## config.mk

```make
export PLATFORM = sky130hd
export DESIGN_NAME = fetch_buffer_flat
export DESIGN_NICKNAME = d
export VERILOG_FILES = /design/src/rtl/fetch_buffer_pkg.sv /design/src/rtl/fetch_buffer_if.sv /design/src/rtl/fetch_buffer_fifo.sv /design/src/rtl/fetch_buffer.sv /design/src/flat_wrapper.sv
export SDC_FILE = /design/constraint.sdc
export NUM_CORES = 1
export LEC_CHECK = 0
export CORE_MARGIN = 3
export CORE_UTILIZATION = 60
export DETAILED_ROUTE_END_ITERATION = 12
export PLACE_DENSITY = 0.93
export SLEW_MARGIN = 20
export SYNTH_ARGS = -nofsm -noshare
export SYNTH_HDL_FRONTEND = slang
export SYNTH_SLANG_ARGS = --single-unit
```

## constraint.sdc

```tcl
create_clock -name clk -period 6.38 [get_ports clk]
set_input_delay 0.957 -clock clk [delete_from_list [all_inputs] [get_ports clk]]
set_output_delay 0.957 -clock clk [all_outputs]
set_load 0.02 [all_outputs]
```

## src/rtl/fetch_buffer_pkg.sv

```systemverilog
// Shared types and constants for the instruction prefetch buffer.
package fetch_buffer_pkg;

  localparam logic [31:0] ResetPcDefault = 32'h0000_0000;
  // Reserved for flush-time bubble insertion.
  localparam logic [31:0] NopInstr       = 32'hE1A0_0000;

  typedef struct packed {
    logic [31:0] pc;
    logic [31:0] instr;
  } fbuf_entry_t;

endpackage

```

## src/rtl/fetch_buffer_if.sv

```systemverilog
// Fetch-buffer bundle: imem request/response channels plus the datapath-facing F-stage signals.
interface fetch_buffer_if;
  logic        redirect;
  logic [31:0] redirect_pc;
  logic        stall;
  logic        imem_req_valid;
  logic        imem_req_ready;
  logic [31:0] imem_req_addr;
  logic        imem_rsp_valid;
  logic [31:0] imem_rsp_data;
  logic        instr_valid;
  logic [31:0] instr;
  logic [31:0] pc;

  modport master (
    input  redirect, redirect_pc, stall, imem_req_ready, imem_rsp_valid, imem_rsp_data,
    output imem_req_valid, imem_req_addr, instr_valid, instr, pc
  );

  modport slave (
    output redirect, redirect_pc, stall, imem_req_ready, imem_rsp_valid, imem_rsp_data,
    input  imem_req_valid, imem_req_addr, instr_valid, instr, pc
  );
endinterface

```

## src/rtl/fetch_buffer_fifo.sv

```systemverilog
// Generic Depth x Width FIFO with synchronous clear; a write is accepted when full if a read
// happens in the same cycle.
module fetch_buffer_fifo #(
  parameter int unsigned Depth = 4,
  parameter int unsigned Width = 32,
  localparam int unsigned CntW = $clog2(Depth + 1)
) (
  input  logic             clk,
  input  logic             rst,
  input  logic             clr_i,
  input  logic             wr_i,
  input  logic [Width-1:0] wdata_i,
  input  logic             rd_i,
  output logic [Width-1:0] rdata_o,
  output logic             full_o,
  output logic             empty_o,
  output logic [CntW-1:0]  count_o
);

  localparam int unsigned PtrW = (Depth > 1) ? $clog2(Depth) : 1;

  logic [Width-1:0] mem_q [Depth];
  logic [PtrW-1:0]  wr_ptr_q, rd_ptr_q;
  logic [CntW-1:0]  count_q;
  logic             wr_en, rd_en;

  // Explicit wrap keeps non-power-of-two depths correct.
  function automatic logic [PtrW-1:0] ptr_inc(input logic [PtrW-1:0] p);
    return (p == PtrW'(Depth - 1)) ? '0 : p + PtrW'(1);
  endfunction

  assign empty_o = (count_q == '0);
  assign full_o  = (count_q == CntW'(Depth));
  assign rd_en   = rd_i & ~empty_o;
  assign wr_en   = wr_i & (~full_o | rd_en);
  assign rdata_o = mem_q[rd_ptr_q];
  assign count_o = count_q;

  always_ff @(posedge clk or posedge rst) begin
    if (rst) begin
      wr_ptr_q <= '0;
      rd_ptr_q <= '0;
      count_q  <= '0;
    end else if (clr_i) begin
      wr_ptr_q <= '0;
      rd_ptr_q <= '0;
      count_q  <= '0;
    end else begin
      if (wr_en) wr_ptr_q <= ptr_inc(wr_ptr_q);
      if (rd_en) rd_ptr_q <= ptr_inc(rd_ptr_q);
      if (wr_en && !rd_en)      count_q <= count_q + CntW'(1);
      else if (!wr_en && rd_en) count_q <= count_q - CntW'(1);
    end
  end

  always_ff @(posedge clk) begin
    if (wr_en) mem_q[wr_ptr_q] <= wdata_i;
  end

endmodule

```

## src/rtl/fetch_buffer.sv

```systemverilog
// Prefetch queue feeding the F stage; flushes and restarts on redirect.
// Define FETCH_BUFFER_BYPASS_EN to forward a response straight to the outputs when the queue is empty.
module fetch_buffer
  import fetch_buffer_pkg::*;
#(
  parameter int unsigned Depth   = 4,
  parameter int unsigned MaxOut  = 2,
  parameter logic [31:0] ResetPc = ResetPcDefault
) (
  input logic            clk,
  input logic            rst,
  fetch_buffer_if.master bus
);

  localparam int unsigned CntW = $clog2(Depth + 1);
  localparam int unsigned OutW = $clog2(MaxOut + 1);

  logic [31:0]     fetch_pc_q, fetch_pc_d;
  logic [OutW-1:0] out_q, out_d, drop_q, drop_d;

  logic            hs, rsp, drop_any, take, bypass;
  logic            q_wr, q_rd, q_full, q_empty;
  logic [CntW-1:0] q_count;
  fbuf_entry_t     q_wdata, q_rdata;

  logic [31:0]     pcf_rdata;
  logic            pcf_full, pcf_empty;
  logic [$clog2(MaxOut + 1)-1:0] pcf_count;

  // Outstanding requests (including ones to be dropped) hold queue credits.
  assign bus.imem_req_valid = ~rst & ~bus.redirect
                            & ((32'(q_count) + 32'(out_q)) < Depth)
                            & (32'(out_q) < MaxOut);
  assign bus.imem_req_addr  = fetch_pc_q;

  assign hs       = bus.imem_req_valid & bus.imem_req_ready;
  assign rsp      = bus.imem_rsp_valid;
  assign drop_any = (drop_q != '0);
  assign take     = rsp & ~drop_any & ~bus.redirect;

`ifdef FETCH_BUFFER_BYPASS_EN
  assign bypass = q_empty & ~drop_any & ~bus.redirect & rsp;
`else
  assign bypass = 1'b0;
`endif

  assign q_wr    = take & ~(bypass & ~bus.stall);
  assign q_rd    = ~q_empty & ~bus.stall & ~bus.redirect;
  assign q_wdata = '{pc: pcf_rdata, instr: bus.imem_rsp_data};

  fetch_buffer_fifo #(
    .Depth (Depth),
    .Width ($bits(fbuf_entry_t))
  ) u_entry_q (
    .clk     (clk),
    .rst     (rst),
    .clr_i   (bus.redirect),
    .wr_i    (q_wr),
    .wdata_i (q_wdata),
    .rd_i    (q_rd),
    .rdata_o (q_rdata),
    .full_o  (q_full),
    .empty_o (q_empty),
    .count_o (q_count)
  );

  // Holds PCs of live (not-to-be-dropped) requests only; cleared on redirect.
  fetch_buffer_fifo #(
    .Depth (MaxOut),
    .Width (32)
  ) u_pc_q (
    .clk     (clk),
    .rst     (rst),
    .clr_i   (bus.redirect),
    .wr_i    (hs),
    .wdata_i (fetch_pc_q),
    .rd_i    (take),
    .rdata_o (pcf_rdata),
    .full_o  (pcf_full),
    .empty_o (pcf_empty),
    .count_o (pcf_count)
  );

  always_comb begin
    out_d      = out_q;
    drop_d     = drop_q;
    fetch_pc_d = fetch_pc_q;
    if (bus.redirect) begin
      out_d      = out_q - OutW'(rsp);
      drop_d     = out_d;
      fetch_pc_d = {bus.redirect_pc[31:2], 2'b00};
    end else begin
      out_d = out_q + OutW'(hs) - OutW'(rsp);
      if (rsp && drop_any) drop_d = drop_q - OutW'(1);
      if (hs) fetch_pc_d = fetch_pc_q + 32'd4;
    end
  end

  always_ff @(posedge clk or posedge rst) begin
    if (rst) begin
      fetch_pc_q <= ResetPc;
      out_q      <= '0;
      drop_q     <= '0;
    end else begin
      fetch_pc_q <= fetch_pc_d;
      out_q      <= out_d;
      drop_q     <= drop_d;
    end
  end

  always_comb begin
    bus.instr_valid = 1'b0;
    bus.instr       = '0;
    bus.pc          = '0;
    if (!q_empty) begin
      bus.instr_valid = 1'b1;
      bus.instr       = q_rdata.instr;
      bus.pc          = q_rdata.pc;
    end else if (bypass) begin
      bus.instr_valid = 1'b1;
      bus.instr       = bus.imem_rsp_data;
      bus.pc          = pcf_rdata;
    end
  end

  logic unused_sig;
  assign unused_sig = ^{bus.redirect_pc[1:0], q_full, pcf_full, pcf_empty, pcf_count};

endmodule

```

## src/flat_wrapper.sv

```systemverilog
// flat-port wrapper written by rule: the top's interface ports become plain ports
module fetch_buffer_flat import fetch_buffer_pkg::*;
#(
  parameter int unsigned Depth   = 4,
  parameter int unsigned MaxOut  = 2,
  parameter logic [31:0] ResetPc = ResetPcDefault
)
  (clk, rst, bus_redirect, bus_redirect_pc, bus_stall, bus_imem_req_ready, bus_imem_rsp_valid, bus_imem_rsp_data, bus_imem_req_valid, bus_imem_req_addr, bus_instr_valid, bus_instr, bus_pc);
  fetch_buffer_if bus_i ();
  input logic clk;
  input logic rst;
  input wire logic [$bits(bus_i.redirect)-1:0] bus_redirect;
  input wire logic [$bits(bus_i.redirect_pc)-1:0] bus_redirect_pc;
  input wire logic [$bits(bus_i.stall)-1:0] bus_stall;
  input wire logic [$bits(bus_i.imem_req_ready)-1:0] bus_imem_req_ready;
  input wire logic [$bits(bus_i.imem_rsp_valid)-1:0] bus_imem_rsp_valid;
  input wire logic [$bits(bus_i.imem_rsp_data)-1:0] bus_imem_rsp_data;
  output wire logic [$bits(bus_i.imem_req_valid)-1:0] bus_imem_req_valid;
  output wire logic [$bits(bus_i.imem_req_addr)-1:0] bus_imem_req_addr;
  output wire logic [$bits(bus_i.instr_valid)-1:0] bus_instr_valid;
  output wire logic [$bits(bus_i.instr)-1:0] bus_instr;
  output wire logic [$bits(bus_i.pc)-1:0] bus_pc;
  assign bus_i.redirect = bus_redirect;
  assign bus_i.redirect_pc = bus_redirect_pc;
  assign bus_i.stall = bus_stall;
  assign bus_i.imem_req_ready = bus_imem_req_ready;
  assign bus_i.imem_rsp_valid = bus_imem_rsp_valid;
  assign bus_i.imem_rsp_data = bus_imem_rsp_data;
  assign bus_imem_req_valid = bus_i.imem_req_valid;
  assign bus_imem_req_addr = bus_i.imem_req_addr;
  assign bus_instr_valid = bus_i.instr_valid;
  assign bus_instr = bus_i.instr;
  assign bus_pc = bus_i.pc;
  fetch_buffer #(.Depth(Depth), .MaxOut(MaxOut), .ResetPc(ResetPc)) u_core (.clk(clk), .rst(rst), .bus(bus_i));
endmodule
```

==> results.py, run 1 <==
metrics = {
    "die": {
        "die_x_microns": 160,
        "initial_utilization_pct": 62.0,
        "core_area_sq_mm": 0.0230,
        "io-pin-count": 168,
        "fp.dieArea_sq_mm": 0.0256,
        "rows": 55,
        "die_h_microns": 160,
    },
    "timing": {
        "period_needed_ns": 4.35,
        "maxSlewHeadroom_pct": 34.4,
        "tns_ns": 0,
        "min_period_over_period_pct": 68.1,
        "maxSlewViolCount": 0,
        "setup_viol": 0,
        "tightest_slew_ns": 0.983,
        "hold_slack_ns": 0.562,
        "clock_skew_ns": 0.0181,
        "rsz0062_at_grt": "false",
        "hold_viol_final": 0,
        "max_freq_ghz": 0.230,
    },
    "hold_path": {
        "hp-class": "reg -> reg",
        "whs_path_depth": 0,
        "hold_path.startpoint": "u_core.bus.imem_req_addr[16]$_DFFE_PP0P_",
        "whs_endpoint": "u_core.u_pc_q.mem_q[1][16]$_DFFE_PP_",
    },
    "worst_setup_path": {
        "rrSetupSlack_ns": 2.97,
        "startpoint_type": "register",
        "r2r_start": "u_core.u_entry_q.count_o[1]$_DFFE_PP0P_",
        "worstPathMaxFanout": 45,
        "rr_worst_depth": 7,
        "cp-end-kind": "output pin",
        "crit_required_ns": 5.42,
        "crit_type": "reg -> out",
        "timing.rr.end": "u_core.u_pc_q.mem_q[0][8]$_DFFE_PP_",
        "cp.arrival_ns": 3.39,
    },
    "route": {
        "wl_microns": 28900,
        "wire_per_inst_microns": 22.3,
        "vias": 7900,
        "viasPerCell": 6.09,
        "initialDrtViolationCount": 610,
        "drt_pass1_iterations": 5,
        "drc": 0,
        "postRouteAntennaNets": 0,
    },
    "finish": {
        "fillCellCount": 1280,
        "layout-drive-gt1-share_pct": 17.2,
        "area_growth_pct": 20.7,
        "num_antenna_cells": 0,
        "nets": 1042,
        "final-instance-count-excl-fill": 1298,
    },
    "place": {
        "dp_cells": 1237,
        "dp_hpwl_microns": 17100,
        "io_buffers": 161,
        "gp_congestion": 0.834,
    },
    "logic_synthesis": {
        "ys_warn_count": 0,
        "postSynthRegisterBits": 353,
        "synth-edff-count": 308,
        "seq_area_frac_synth_pct": 72.8,
        "netlist_area_sq_mm": 0.0143,
        "synth.distinct_cells": 52,
        "ys.flop_type": "edfxtp_1",
        "synthCells": 796,
        "async_reset_ff_share_pct": 12.7,
        "avgSynthCellArea_sq_um": 17.9,
    },
    "global_route": {
        "overflow": 0,
        "track_usage_pct": 22.9,
        "grt_max_degree": 67,
        "grt_pass1_wl_microns": 45900,
        "antenna_found_initial": 0,
        "grt_pass1_vias": 8305,
    },
    "power_and_ir_drop": {
        "powerDensity_mw_per_mm2": 390,
        "ir_drop_mv": 0.347,
        "p_leak_uw": 0.00568,
    },
    "clocking": {
        "cts.sink_count": 353,
        "clockBufferDepth": 3,
        "post_cts_resized": 0,
        "cts.htree.levels": 2,
        "cts_made_buffers": 35,
        "clock_latency_ns": 0.51,
        "postCtsHoldBufs": 0,
        "postCtsSetupRepairBufs": 0,
        "cts_tree": "built",
        "cts_root_buf": "clkbuf_16",
        "path_clk_slew_ns": 0.06,
    },
    "status": {
        "status": "finished, final reports clean",
    },
    "flow_run": {
        "max-cap-violations": 0,
    },
}
==> worst max path at each step <==
| stage | slack (ns) | start | end |
|---|---|---|---|
| after floorplan | 2.85 | bus_imem_rsp_valid | u_core.u_entry_q.mem_q[0][0]$_DFFE_PP_ |
| after global placement | 2.20 | rst | u_core.u_pc_q.mem_q[1][14]$_DFFE_PP_ |
| after detailed placement | 2.09 | rst | u_core.u_pc_q.mem_q[0][13]$_DFFE_PP_ |
| after CTS | 1.95 | u_core.u_entry_q.rd_ptr_q[0]$_DFFE_PP0P_ | bus_instr[15] |
| after global routing | 1.80 | u_core.u_entry_q.rd_ptr_q[0]$_DFFE_PP0P_ | bus_instr[15] |
| final | 2.03 | u_core.u_entry_q.rd_ptr_q[0]$_DFFE_PP0P_ | bus_instr[15] |
==> cells by family (layout without fill, tap and decap cells) <==
family / after synthesis / count (layout) / share of synthesized area [%]
other: 1 / 4 / 0.0263
XOR/XNOR: 14 / 14 / 0.860
adder cells (fa/ha/maj): 11 / 11 / 1.02
flip-flops: 353 / 353 / 72.8
multiplexers: 96 / 96 / 12.5
AO/OA/AOI/OAI: 67 / 67 / 3.15
AND/OR/NAND/NOR: 196 / 196 / 7.85
buffers and inverters: 58 / 244 / 1.88
==> power by group <==
group | switching, uW | internal (uW)
clock network | 795 | 1130
logic | 1020 | 934
registers | 173 | 2660
total | 1990 | 4720
==> per-layer routing <==
metal,track usage (%),up-vias,part of all wire (%)
li1,-,3440,-
met1,30.4,4006,39
met2,38.8,387,51
met3,4.33,67,7.2
met4,7.34,0,2.4
met5,0,-,0
==> stage by stage <==
| stage | instance area, sq um | util [%] | setup WS (ns) | total power, uW |
|---|---|---|---|---|
| 4_1_cts | 17200 | 74.9 | 1.95 | 6760 |
| 6_report | 17200 | 74.9 | 2.03 | 6710 |
| 2_1_floorplan | 14300 | - | 2.85 | 3970 |
| 3_3_place_gp | 16100 | 70.2 | 2.20 | 4770 |
| 3_5_place_dp | 16100 | 70.2 | 2.09 | 4830 |
| 5_1_grt | 17200 | 74.9 | 1.80 | 6980 |
==> placed cells by master (no fill, tap or decap), types with 3 or more instances in the layout <==
cell type          n
a22oi_1            3
inv_1             12
conb_1             4
mux4_2            62
clkdlybuf4s50_1  160
nand4_1           10
and4_1             5
a31oi_1            3
and3_1            10
mux2_2            31
a31o_2             3
nand2_1           38
xnor2_1            7
clkinv_2           6
nor2_1            18
clkbuf_1           8
nand3b_1           3
xor2_1             7
buf_4              8
nor2b_1           65
and2_1             6
a21oi_1            8
nand3_1           16
o211ai_1          10
mux2i_1            3
nor3_1             3
edfxtp_1         308
clkbuf_8           3
clkbuf_16         35
clkinv_1           6
or4_1              3
o21ai_0           24
ha_1              10
dfrtp_1           43
and2_4             4
a221o_1            5
nand2b_1           3
==> cells in the mapped netlist, types with 4 or more instances <==
cell      number  area [sq um]
a21oi_1        8          40.0
mux2_2        31           349
inv_1         13          48.8
and2_1        10          62.6
nand4_1       10          62.6
o211ai_1      10          75.1
buf_1          5          18.8
xor2_1         7          61.3
o21ai_0       24           120
and3_1        10          62.6
edfxtp_1     308          9250
nor2_1        20          75.1
ha_1          10           125
nand3_1       16          80.1
a221o_1        5          50.1
dfrtp_1       45          1130
and4_1         5          43.8
mux4_2        62          1400
nor2b_1       65           407
nor3_1         4          20.0
buf_4          6          45.0
nand2_1       38           143
buf_2          9          45.0
xnor2_1        7          61.3
clkbuf_1      22          82.6
==> registers in the layout, summed over array words and instances, names as in the netlist <==
| register | cells |
|---|---|
| u_core.u_pc_q.count_o | 2 |
| u_core.drop_q | 2 |
| u_core.u_entry_q.mem_q | 248 |
| u_core.u_entry_q.rd_ptr_q | 2 |
| u_core.u_entry_q.wr_ptr_q | 2 |
| u_core.u_pc_q.mem_q | 60 |
| u_core.u_entry_q.count_o | 3 |
| u_core.u_pc_q.rd_ptr_q | 1 |
| u_core.u_pc_q.wr_ptr_q | 1 |
| u_core.out_q | 2 |
| u_core.bus.imem_req_addr | 30 |
==> area by class of cell <==
class	count	area [sq um]	area share, %
Clock buffer	46	947	5.50
Clock inverter	15	129	0.749
Inverter	14	53.8	0.313
Multi-Input combinational cell	388	3650	21.2
Sequential cell	353	10400	60.3
Tap cell	313	392	2.28
Timing Repair Buffer	169	1670	9.68
==> critical path: stages (launching register included) <==
cell,delay [ns]
dfrtp_4,1.04
buf_4,0.51
mux4_2,0.56
nor2b_1,0.16
clkdlybuf4s50_1,0.59
No activity file was read; power rests on OpenSTA's default activity.
==> run 2, diff against run 1 <==
- CORE_UTILIZATION: 60 -> 56
- PLACE_DENSITY: 0.93 -> 0.88
- clock period: 6.38 -> 4 ns (I/O delays scaled with it)
==> results.py, run 2 (synthesis gave the netlist of run 1 again) <==
metrics = {
    "place": {
        "place_area_sq_mm": 0.0163,
        "io_buffers": 161,
        "place_ws_ns": 0.580,
        "gp_congestion": 0.816,
        "dp_hpwl_microns": 18500,
        "dp_cells": 1262,
    },
    "timing": {
        "max_freq_ghz": 0.300,
        "min_period_over_period_pct": 83.5,
        "tns_ns": 0,
        "maxSlewHeadroom_pct": 30.3,
        "setup_ws_ns": 0.661,
        "setup_viol": 0,
        "clock_skew_ns": 0.0199,
        "hold_viol_final": 0,
        "hold_slack_ns": 0.539,
        "rsz0062_at_grt": "false",
        "tightest_slew_ns": 1.04,
        "period_needed_ns": 3.34,
        "maxSlewViolCount": 0,
    },
    "finish": {
        "fillCellCount": 1547,
        "final_area_sq_mm": 0.0175,
        "final-instance-count-excl-fill": 1327,
        "layout_commonest_cell": "edfxtp_1",
        "multi_input_area_sq_mm": 0.00365,
        "final_cell_mix": "308 x edfxtp_1, 160 x clkdlybuf4s50_1, 65 x nor2b_1, 62 x mux4_2, 43 x dfrtp_1",
        "largest_register_ff_count": 248,
        "layout-drive-gt1-share_pct": 18.5,
        "area_growth_pct": 22.8,
        "top_register": "u_core.u_entry_q.mem_q",
        "nets": 1057,
        "final-seq-area_sq_mm": 0.0104,
    },
    "clocking": {
        "cts_root_buf": "clkbuf_16",
        "cts.htree.levels": 2,
        "post_cts_resized": 0,
        "clockBufferDepth": 3,
        "cts_made_buffers": 36,
        "postCtsHoldBufs": 0,
        "postCtsSetupRepairBufs": 0,
        "cts_tree": "built",
        "path_clk_slew_ns": 0.06,
        "cts.sink_count": 353,
        "clock_latency_ns": 0.50,
    },
    "power_and_ir_drop": {
        "ir_drop_mv": 0.454,
        "p_leak_uw": 0.00583,
        "powerDensity_mw_per_mm2": 627,
    },
    "route": {
        "wl_microns": 29500,
        "drt_pass1_iterations": 5,
        "postRouteAntennaNets": 0,
        "vias": 7972,
        "wire_per_inst_microns": 22.3,
        "initialDrtViolationCount": 804,
        "drc": 0,
        "viasPerCell": 6.01,
    },
    "global_route": {
        "track_usage_pct": 22.1,
        "use_met3_pct": 4.19,
        "grt_pass1_wl_microns": 46000,
        "overflow": 0,
        "use_met1_pct": 28.9,
        "use_met2_pct": 37.6,
        "grt_pass1_vias": 8382,
        "grt_max_degree": 46,
        "antenna_found_initial": 1,
        "gr-max-usage-layer": "met2",
    },
    "hold_path": {
        "hp-class": "in -> reg",
    },
    "worst_setup_path": {
        "crit_type": "reg -> out",
        "cp_cell_sequence": "buf_12 > mux4_2 > nor2b_1 > clkdlybuf4s50_1",
        "cp.arrival_ns": 2.74,
        "cpMaxStageDelayCell": "dfrtp_2",
        "worstPathMaxFanout": 43,
        "startpoint_type": "register",
        "crit_required_ns": 3.40,
        "slowest_delay_ns": 0.79,
        "cp-end-kind": "output pin",
    },
    "flow_run": {
        "max-cap-violations": 0,
    },
    "die": {
        "core_area_sq_mm": 0.0247,
        "fp.dieArea_sq_mm": 0.0274,
        "die_x_microns": 166,
        "die_h_microns": 166,
        "rows": 57,
        "initial_utilization_pct": 57.8,
        "io-pin-count": 168,
    },
    "status": {
        "status": "finished, final reports clean",
    },
}
==> run 2: cell count changes in the layout (fill, tap and decap cells not counted), moves of 3 or more <==
cell | before | now
clkinv_1 | 6 | 10
clkbuf_1 | 8 | 5
buf_12 | 0 | 6
bufinv_16 | 2 | 5
buf_4 | 8 | 16
==> run 2: critical path, delay by kind of cell, from the launching register on <==
family,cells,cell delay [ns]
flip-flops,1,0.79
buffers and inverters,2,0.90
multiplexers,1,0.35
AND/OR/NAND/NOR,1,0.15
==> run 2: cell type report <==
class	instances	area share [%]
Antenna cell	1	0.0143
Clock buffer	43	5.47
Clock inverter	21	1.25
Inverter	14	0.307
Multi-Input combinational cell	388	20.8
Sequential cell	353	59.3
Tap cell	324	2.31
Timing Repair Buffer	183	10.5
==> run 2: worst paths after layout <==
check | to | startpoint | slack [ns] | cells after the start
setup / recovery | bus_instr[10] | u_core.u_entry_q.rd_ptr_q[1]$_DFFE_PP0P_ | 0.66 | 4
hold / removal | u_core.bus.imem_req_addr[23]$_DFFE_PP0P_ | bus_redirect | 0.54 | 3
setup reg to reg | u_core.bus.imem_req_addr[12]$_DFFE_PP0P_ | u_core.out_q[1]$_DFF_PP0_ | 0.82 | 8
hold reg to reg | u_core.u_pc_q.mem_q[0][20]$_DFFE_PP_ | u_core.bus.imem_req_addr[20]$_DFFE_PP0P_ | 0.56 | 0
max in group asynchronous | u_core.u_entry_q.rd_ptr_q[0]$_DFFE_PP0P_ | rst | 2.86 | 3
min in group asynchronous | u_core.out_q[1]$_DFF_PP0_ | rst | 0.67 | 3
==> run 2: through the flow <==
step                      power (uW)  util (%)
final                          11000      71.0
after global routing           11500      71.0
after CTS                      11100      71.0
after detailed placement        7780      66.2
after global placement          7710      66.2
after floorplan                 6340         -
==> run 2: routing by layer <==
metal  part of all wire (%)  up-vias
met5                   0.17        -
met4                    3.1        2
met3                    7.3       77
met1                     39     4036
li1                       -     3475
met2                     51      382
==> run 2: power breakdown <==
part | internal [uW] | total (uW) | switching, uW
Clock | 2020 | 3310 | 1280
Sequential | 4240 | 4410 | 177
Combinational | 1530 | 3260 | 1730
==> run 3, diff against run 2 <==
- clock period: 4 -> 3.2 ns (I/O delays scaled with it)
==> results.py, run 3 (synthesis gave the netlist of run 1 again) <==
metrics = {
    "power_and_ir_drop": {
        "clkPwrFrac_pct": 28.6,
        "p_leak_uw": 0.00585,
        "powerDensity_mw_per_mm2": 772,
        "p_comb_share_pct": 30.8,
        "p_total_uw": 13600,
        "p_sw_uw": 3980,
        "intPower_uw": 9600,
        "p_sw_share_pct": 29.3,
        "pwr-share-seq_pct": 40.6,
        "ir_drop_mv": 0.625,
    },
    "worst_setup_path": {
        "rrSetupSlack_ns": 0.70,
        "cp-end-kind": "output pin",
        "timing.rr.end": "u_core.bus.imem_req_addr[12]$_DFFE_PP0P_",
        "cp.arrival_ns": 2.59,
        "startpoint_type": "register",
        "crit_type": "reg -> out",
        "worstPathMaxFanout": 53,
        "r2r_start": "u_core.out_q[1]$_DFF_PP0_",
        "crit_required_ns": 2.72,
        "rr_worst_depth": 7,
    },
    "place": {
        "io_buffers": 161,
        "gp_congestion": 0.819,
        "place_area_sq_mm": 0.0165,
        "dp_cells": 1270,
        "dp_hpwl_microns": 18700,
    },
    "clocking": {
        "clock_latency_ns": 0.50,
        "cts.htree.levels": 2,
        "clockBufferDepth": 3,
        "cts.sink_count": 353,
        "path_clk_slew_ns": 0.06,
        "cts_root_buf": "clkbuf_16",
        "cts_made_buffers": 35,
        "cts_tree": "built",
        "postCtsHoldBufs": 0,
    },
    "timing": {
        "period_needed_ns": 3.07,
        "max_freq_ghz": 0.325,
        "min_period_over_period_pct": 96.1,
        "clock_skew_ns": 0.0199,
        "maxSlewHeadroom_pct": 36.6,
        "rsz0062_at_grt": "false",
        "setup_viol": 0,
        "maxSlewViolCount": 0,
        "tightest_slew_ns": 0.948,
        "hold_viol_final": 0,
        "tns_ns": 0,
    },
    "global_route": {
        "grt_pass1_vias": 8132,
        "track_usage_pct": 22.3,
        "antenna_found_initial": 0,
        "grt_max_degree": 67,
        "grt_pass1_wl_microns": 46000,
        "overflow": 0,
    },
    "die": {
        "core_area_sq_mm": 0.0247,
        "io-pin-count": 168,
        "die_x_microns": 166,
        "fp.dieArea_sq_mm": 0.0274,
        "rows": 57,
        "die_h_microns": 166,
        "initial_utilization_pct": 57.8,
    },
    "route": {
        "postRouteAntennaNets": 0,
        "vias": 7891,
        "wl_microns": 29900,
        "drt_pass1_iterations": 5,
        "initialDrtViolationCount": 657,
        "viasPerCell": 5.92,
        "wire_per_inst_microns": 22.4,
        "drc": 0,
    },
    "hold_path": {
        "hp-class": "in -> reg",
        "whs_endpoint": "u_core.u_entry_q.rd_ptr_q[0]$_DFFE_PP0P_",
        "whs_path_depth": 2,
        "hold_path.startpoint": "bus_redirect",
    },
    "finish": {
        "layout-drive-gt1-share_pct": 18.9,
        "largest_register_ff_count": 248,
        "num_antenna_cells": 0,
        "final-instance-count-excl-fill": 1333,
        "top_register": "u_core.u_entry_q.mem_q",
        "layout_commonest_cell": "edfxtp_1",
        "nets": 1065,
        "area_growth_pct": 23.3,
        "fillCellCount": 1549,
        "final_cell_mix": "308 x edfxtp_1, 160 x clkdlybuf4s50_1, 65 x nor2b_1, 62 x mux4_2, 43 x dfrtp_1",
        "final_area_sq_mm": 0.0176,
    },
    "flow_run": {
        "max-cap-violations": 0,
    },
    "status": {
        "status": "finished, final reports clean",
    },
}
-- run 3: cell types whose count changed in the layout (fill, tap and decap cells not counted) --
| cell | delta |
|---|---|
| buf_4 | +2 |
| bufinv_16 | -2 |
| diode_2 | -1 |
| clkinv_1 | -6 |
| clkbuf_8 | +1 |
| clkbuf_16 | -2 |
| buf_12 | +7 |
| inv_6 | +1 |
| clkbuf_1 | +7 |
| clkinv_2 | -1 |
-- run 3: what timing repair did --
| action | in CTS | in global routing |
|---|---|---|
| setup buffers | 1 | 0 |
| resized for setup | 0 | 0 |
| setup endpoints to repair | 14 | 0 |
-- run 3: power by group through the flow --
stage / sequential, uW / clock [uW] / combinational, uW
after floorplan: 5570 / 0 / 2350
after global placement: 5600 / 0 / 4130
after detailed placement: 5620 / 0 / 4200
after CTS: 5500 / 3960 / 4270
after global routing: 5530 / 4150 / 4490
final: 5510 / 3890 / 4180
-- run 3: final cells by class --
| class | count | area [sq um] | share of cell area, % |
|---|---|---|---|
| clock inverters | 13 | 140 | 0.797 |
| flip-flops and latches | 353 | 10400 | 59.1 |
| clock buffers | 49 | 948 | 5.40 |
| inverters | 14 | 53.8 | 0.306 |
| well taps | 324 | 405 | 2.31 |
| repair buffers | 192 | 2000 | 11.4 |
| multi-input cells | 388 | 3650 | 20.7 |
-- run 3: per-stage QoR --
step                hold slack [ns]  util (%)  setup WS [ns]
floorplan                     0.526         -         0.0352
global placement              0.507      66.8          0.444
detailed placement            0.522      66.8          0.390
CTS                           0.288      71.2         0.0956
global route                  0.311      71.2         0.0341
finish                        0.312      71.2          0.125
-- run 3: layer usage --
metal	GRT usage, %	routed length [microns]	vias to the layer above
met5	0	0	-
li1	-	-	3483
met4	6.28	587	0
met2	38.2	15500	374
met3	4.27	2180	54
met1	29.7	11600	3980
-- run 3: worst max path at each step --
stage                                                        start                                      end  slack, ns  cells after the start
after detailed placement                        bus_imem_rsp_valid  u_core.u_entry_q.mem_q[3][22]$_DFFE_PP_       0.39                      6
after global placement                          bus_imem_rsp_valid  u_core.u_entry_q.mem_q[3][29]$_DFFE_PP_       0.44                      6
final                     u_core.u_entry_q.rd_ptr_q[1]$_DFFE_PP0P_                               bus_pc[22]       0.13                      4
after CTS                 u_core.u_entry_q.rd_ptr_q[1]$_DFFE_PP0P_                               bus_pc[22]        0.1                      4
after global routing      u_core.u_entry_q.rd_ptr_q[1]$_DFFE_PP0P_                               bus_pc[22]       0.03                      4
after floorplan                       u_core.drop_q[0]$_DFFE_PP0P_   u_core.u_entry_q.mem_q[2][0]$_DFFE_PP_       0.04                      5
-- run 3: worst max-delay path: stages, from the launching register on --
cell	delay (ns)
dfrtp_2	0.57
buf_12	0.36
mux4_2	0.25
nor2b_1	0.23
clkdlybuf4s50_1	0.66
